[src/rtl/dac_data_out.sv]
// Avalon-MM DAC output port: CPU-filled sample FIFO drained at a programmable
// tick rate onto out_port, with readable status and sticky underrun/overflow.
module dac_data_out #(
  parameter int DATA_WIDTH = 8,
  parameter int FIFO_DEPTH = 16,
  parameter int ADDR_BITS  = 4,
  parameter int DIV_RESET  = 0
) (
  input  logic                  clk,
  input  logic                  reset_n,
  input  logic [1:0]            address,
  input  logic                  chipselect,
  input  logic                  write_n,
  input  logic [31:0]           writedata,
  output logic [31:0]           readdata,
  output logic [DATA_WIDTH-1:0] out_port,
  output logic                  out_strobe
);

  logic [DATA_WIDTH-1:0] mem_q [FIFO_DEPTH];
  logic [ADDR_BITS-1:0]  wr_ptr_q, rd_ptr_q;
  logic [ADDR_BITS:0]    level_q, level_d;
  logic [15:0]           div_q, div_d, cnt_q, cnt_d;
  logic                  en_q, en_d;
  logic                  underrun_q, underrun_d, overflow_q, overflow_d;
  logic [DATA_WIDTH-1:0] port_q, port_d;
  logic                  strobe_q;
  logic [31:0]           rdata_q, rdata_d;

  logic wr, push, push_ok, pop, tick, full, empty, cfg_wr, clr_wr;
  logic unused_wdata;

  assign unused_wdata = ^writedata[31:17];

  always_comb begin
    wr      = chipselect & ~write_n;
    push    = wr && (address == 2'd0);
    cfg_wr  = wr && (address == 2'd1);
    clr_wr  = wr && (address == 2'd3);
    full    = (level_q == (ADDR_BITS+1)'(FIFO_DEPTH));
    empty   = (level_q == '0);
    tick    = en_q && (cnt_q == '0);
    pop     = tick && !empty;
    // A pop frees a slot in the same cycle, so a push into a full FIFO still lands.
    push_ok = push && (!full || pop);
    level_d = level_q + (ADDR_BITS+1)'(push_ok) - (ADDR_BITS+1)'(pop);

    div_d = div_q;
    en_d  = en_q;
    if (cfg_wr) begin
      div_d = writedata[15:0];
      en_d  = writedata[16];
    end

    if (cfg_wr)              cnt_d = writedata[15:0];
    else if (!en_q || tick)  cnt_d = div_q;
    else                     cnt_d = cnt_q - 16'd1;

    underrun_d = underrun_q | (tick & empty);
    overflow_d = overflow_q | (push & full & ~pop);
    // Clear beats a simultaneous set.
    if (clr_wr) begin
      underrun_d = 1'b0;
      overflow_d = 1'b0;
    end

    port_d = pop ? mem_q[rd_ptr_q] : port_q;

    rdata_d = '0;
    case (address)
      2'd0: rdata_d[DATA_WIDTH-1:0] = port_q;
      2'd1: rdata_d[16:0] = {en_q, div_q};
      2'd2: begin
        rdata_d[8 +: ADDR_BITS+1] = level_q;
        rdata_d[1] = full;
        rdata_d[0] = empty;
      end
      default: rdata_d[1:0] = {overflow_q, underrun_q};
    endcase
  end

  always_ff @(posedge clk or negedge reset_n) begin
    if (!reset_n) begin
      wr_ptr_q   <= '0;
      rd_ptr_q   <= '0;
      level_q    <= '0;
      div_q      <= 16'(DIV_RESET);
      cnt_q      <= 16'(DIV_RESET);
      en_q       <= 1'b0;
      underrun_q <= 1'b0;
      overflow_q <= 1'b0;
      port_q     <= '0;
      strobe_q   <= 1'b0;
      rdata_q    <= '0;
    end else begin
      if (push_ok) wr_ptr_q <= wr_ptr_q + 1'b1;
      if (pop)     rd_ptr_q <= rd_ptr_q + 1'b1;
      level_q    <= level_d;
      div_q      <= div_d;
      cnt_q      <= cnt_d;
      en_q       <= en_d;
      underrun_q <= underrun_d;
      overflow_q <= overflow_d;
      port_q     <= port_d;
      strobe_q   <= pop;
      rdata_q    <= rdata_d;
    end
  end

  // Sample storage carries no reset; validity is tracked by level_q alone.
  always_ff @(posedge clk) begin
    if (push_ok) mem_q[wr_ptr_q] <= writedata[DATA_WIDTH-1:0];
  end

  assign readdata   = rdata_q;
  assign out_port   = port_q;
  assign out_strobe = strobe_q;

endmodule

[config.mk]
export PLATFORM = sky130hd
export DESIGN_NAME = dac_data_out
export DESIGN_NICKNAME = d
export VERILOG_FILES = /design/src/rtl/dac_data_out.sv
export SDC_FILE = /design/constraint.sdc
export NUM_CORES = 1
export LEC_CHECK = 0
export ABC_CLOCK_PERIOD_IN_PS = 2650
export CORE_ASPECT_RATIO = 0.9
export CORE_MARGIN = 1.5
export CORE_UTILIZATION = 40
export CTS_CLUSTER_DIAMETER = 50
export CTS_CLUSTER_SIZE = 25
export DETAILED_ROUTE_END_ITERATION = 7
export PLACE_DENSITY = 0.63
export SLEW_MARGIN = 25
export SYNTH_ARGS = -nofsm -noshare
export SYNTH_HDL_FRONTEND = slang
export SYNTH_SLANG_ARGS = --single-unit
[constraint.sdc]
create_clock -name clk -period 2.65 [get_ports clk]
set_input_delay 0.53 -clock clk [delete_from_list [all_inputs] [get_ports clk]]
set_output_delay 0.53 -clock clk [all_outputs]
set_load 0.02 [all_outputs]
==> results.md <==
* Number of clock buffers inserted by TritonCTS at 21
* Clk_lat worst skew at 500 ps
* Final hold violations at 0
* Sequential area share after synthesis at between 60% and 70%
* Wire length of the first global-routing pass at roughly 28 mm
* Number of enable flip-flop cells after synthesis at roughly 130
* Final std cells w/o fill at ~960
* Post-detail-place hpwl at between 10 and 15 mm
* Capturing element type of the critical path: register
* Area growth from synthesis to layout at 21.93%
* Reg clk slew, reported paths at roughly 70 ps
* Total power divided by cell area at between 800 and 900 mW/mm2
* Final period demand of the worst path at approximately 2700 ps
* Startpoint of the lowest-slack register-to-register path: cnt_q[0]$_DFF_PN0_
* Area enclosed by the die boundary at between 0.02 and 0.025 mm2
* Share of the synthesized netlist area taken by xor and xnor gates at approximately 2.2%
* Initial antenna violation count at 0
* Drt wl/cell at about 18 um
* Post-layout nets at between 700 and 800
* Most used DFF post-synth: edfxtp_1
* Routed wire length at between 15 and 20 mm
* GPL Wtd Cong at 0.8398
* TritonCTS clock tree: built
* Fin. max-slew vios at 0
* Setup CP Type: reg -> reg
* Setup slack of the worst register-to-register path at -100 ps
* Post-DR vias/cell at a little over 5
* Clk_skew at 19.03 ps
* Portion of netlist area occupied by mux cells at between 10% and 20%
* Cell count after placement at approximately 900
* Worst path arrival time at 3120 ps
* Number of antenna diodes at 0
* Placeable core region at ~0.021 mm2
* Critical Path Fanout Max at 3
* Starting Density at between 40% and 50%
* Failing checks: setup timing
* Mapped cell area at between 0.008 and 0.009 mm2
* Total Power at 8.782 mW
* Gate Count Post-Synth at roughly 570
* Synth Area in Compound Gates at approximately 5.1%
* Post-layout instance area at between 0.01 and 0.015 mm2
* Highest clock rate at around 0.36 GHz
* Fraction of final layout cells sized beyond drive strength 1 at 22.42%
* Lkg Pwr at approximately 4 nW
* Synthesized area per cell at 15.16 um2
* Number of input and output port buffers inserted at 48
* Worst hold stages at 1
* Slew at the pin closest to its max-slew limit at around 700 ps
* Count of pins on the block boundary at 79
* GRT Overall Usage at around 16%
* Final critical-path share of the clock period at 103.7%
* FP Rows at 50
* Pin count of the biggest net entering global routing at 40
* Vert. Die Dim at ~140 um
* WP data required at approximately 3000 ps
* DIE WIDTH at 157.5 um
* DR pass1 iterations at 4
* Worst hold path class: reg -> reg
* Simple-gate share of the synthesized area at 9.289%
* H-tree levels at 1
* Setup repair after global routing missed its margin: true
* Status: finished with violations
* DR DRC count at 0
* Post-synthesis adder-cell area fraction at 2.854%
* Area after DPL at 0.009666 mm2
* Hold Path End: readdata[15]$_DFF_PN0_
* Max_cap viols at 0
* Main combinational cell family by area after synthesis: multiplexers
* Final setup margin at -96.92 ps
* Capture instance of the worst register-to-register path: level_q[4]$_DFF_PN0_
* Worst Hold Slack at ~500 ps
* Vias in the first global route at around 5200
* Number of cells on the worst reg-to-reg path at 16
* Share of async-settable or async-resettable flops after synthesis at a little over a third
* Count of nets left with antenna violations after detail routing at 0
* Synthesis warning total at 0
* Startpoint type of the worst setup path: register
* Max IR drop VDD at approximately 0.33 mV
* Via total after detailed routing at 4929
* Total gr overflow at 0
* Total setup violations reported at the end of the flow at 1
* DRC violation total after the first TritonRoute iteration at 321
* Longest Clk Path Bufs at 3
* Clock tree root driver cell: clkbuf_16
* Count of different cell masters after synthesis at approximately 50
* #FFs+latches synth at 202
* Max-slew headroom at about 54%
* # clock sinks at just over 200
* Startpoint of the lowest-slack hold path: div_q[15]$_DFFE_PN0P_
-- registers in the layout, summed over array words and instances, names as in the netlist, 4 cells and up --
name      count
mem_q       128
readdata     17
cnt_q        16
div_q        16
out_port      8
level_q       5
rd_ptr_q      4
wr_ptr_q      4
-- layout by cell type, fill, tap and decap left out, drive strengths merged, types with 6 or more instances in the layout --
cell type / count
inv: 26
mux2: 9
nor4: 6
nand3: 7
o211ai: 6
clkdlybuf4s50: 47
a21oi: 10
xor2: 8
a22o: 7
ha: 18
o221ai: 8
mux4: 32
dfrtp: 74
nand2: 78
and2: 7
nor3: 6
mux2i: 9
clkbuf: 23
conb: 15
edfxtp: 128
xnor2: 14
nor2b: 9
and3: 16
o21ai: 18
nor2: 14
buf: 52
-- repair_timing --
| item | in CTS | in global routing |
|---|---|---|
| endpoints found under the setup margin | 2 | 5 |
| gates resized for setup | 6 | 4 |
| hold endpoints to repair | 35 | 0 |
| hold buffers | 1 | 0 |
| pin swaps | 2 | 1 |
| buffers inserted | 1 | 2 |
-- how the worst max path moves through the flow --
stage | slack (ps) | cells past startpoint | start | to
floorplan | 2 | 17 | cnt_q[0]$_DFF_PN0_ | level_q[4]$_DFF_PN0_
global placement | -190 | 16 | address[0] | level_q[4]$_DFF_PN0_
detailed placement | -260 | 16 | address[1] | level_q[4]$_DFF_PN0_
CTS | -110 | 14 | cnt_q[10]$_DFF_PN0_ | level_q[4]$_DFF_PN0_
global route | -210 | 16 | cnt_q[0]$_DFF_PN0_ | level_q[4]$_DFF_PN0_
finish | -100 | 16 | cnt_q[0]$_DFF_PN0_ | level_q[4]$_DFF_PN0_
-- synthesized netlist by cell type (all sizes together), types with 2 or more instances --
| library cell | count | share of area, % |
|---|---|---|
| edfxtp | 128 | 45 |
| nand2 | 78 | 3.4 |
| dfrtp | 74 | 22 |
| mux4 | 32 | 8.4 |
| buf | 27 | 2.2 |
| ha | 18 | 2.6 |
| inv | 18 | 0.79 |
| o21ai | 18 | 1.0 |
| and3 | 16 | 1.2 |
| nor2 | 14 | 0.67 |
| xnor2 | 14 | 1.4 |
| clkbuf | 13 | 0.57 |
| a21oi | 10 | 0.58 |
| mux2 | 9 | 1.2 |
| mux2i | 9 | 1.0 |
| nor2b | 9 | 0.66 |
| o221ai | 8 | 0.82 |
| xor2 | 8 | 0.82 |
| a22o | 7 | 0.71 |
| and2 | 7 | 0.51 |
| nand3 | 7 | 0.47 |
| nor3 | 6 | 0.35 |
| nor4 | 6 | 1.0 |
| o211ai | 6 | 0.52 |
| a22oi | 5 | 0.44 |
| o31ai | 3 | 0.32 |
| nand4 | 2 | 0.15 |
| nand4b | 2 | 0.20 |
-- per-layer routing --
layer / track usage (%) / part of all wire, % / vias to the layer above
met1: 23.19 / 45 / 2503
li1: - / - / 2282
met5: 0 / 0 / -
met3: 2.345 / 4.9 / 25
met2: 26.43 / 48 / 119
met4: 4.667 / 1.7 / 0
-- stage by stage --
stage               setup WS, ps  utilization (%)  TNS [ps]
floorplan                  2.424                -         0
global placement          -185.8            46.12    -254.0
detailed placement        -257.5            46.12    -455.9
CTS                       -106.9            49.90    -106.9
global route              -214.4            49.99    -286.9
finish                    -96.92            49.99    -96.92
-- cell families (layout without fill, tap and decap cells) --
group           count (synthesis)  after routing
compound gates                 62             62
fa+ha+maj                      19             19
other cells                     1             15
buf+inv                        58            155
simple gates                  153            153
flops                         202            202
xor+xnor                       22             22
mux                            50             50
-- worst max-delay path: stages, from the launching register on --
cell and delay, ps:
dfrtp_1 390, inv_2 90, ha_4 150, nor4bb_4 210, nand4_1 230, a21oi_2 230
inv_1 60, ha_1 290, inv_1 60, ha_2 170, inv_2 40, fa_2 330
inv_1 70, a21oi_1 60, nor2_1 80, nor2_1 60, xnor2_1 110
-- layout make-up --
type                       instances  area (um2)
clock buffer                      23       533.0
clock inverter                    14       206.4
fill                            1771       10480
inverter                          18       67.56
multi-input combinational        321        2695
sequential                       202        5697
tap                              286       357.8
timing repair buffer             100       920.9
-- report_power, final --
group | total (mW) | internal [mW] | switching, mW | leakage [nW]
Sequential | 3.93 | 3.65 | 0.282 | 2.11
Combinational | 1.75 | 0.852 | 0.897 | 1.49
Clock | 3.10 | 1.75 | 1.36 | 0.359
Total | 8.78 | 6.25 | 2.54 | 3.96
Note: power is estimated with default switching activity, not from simulation.
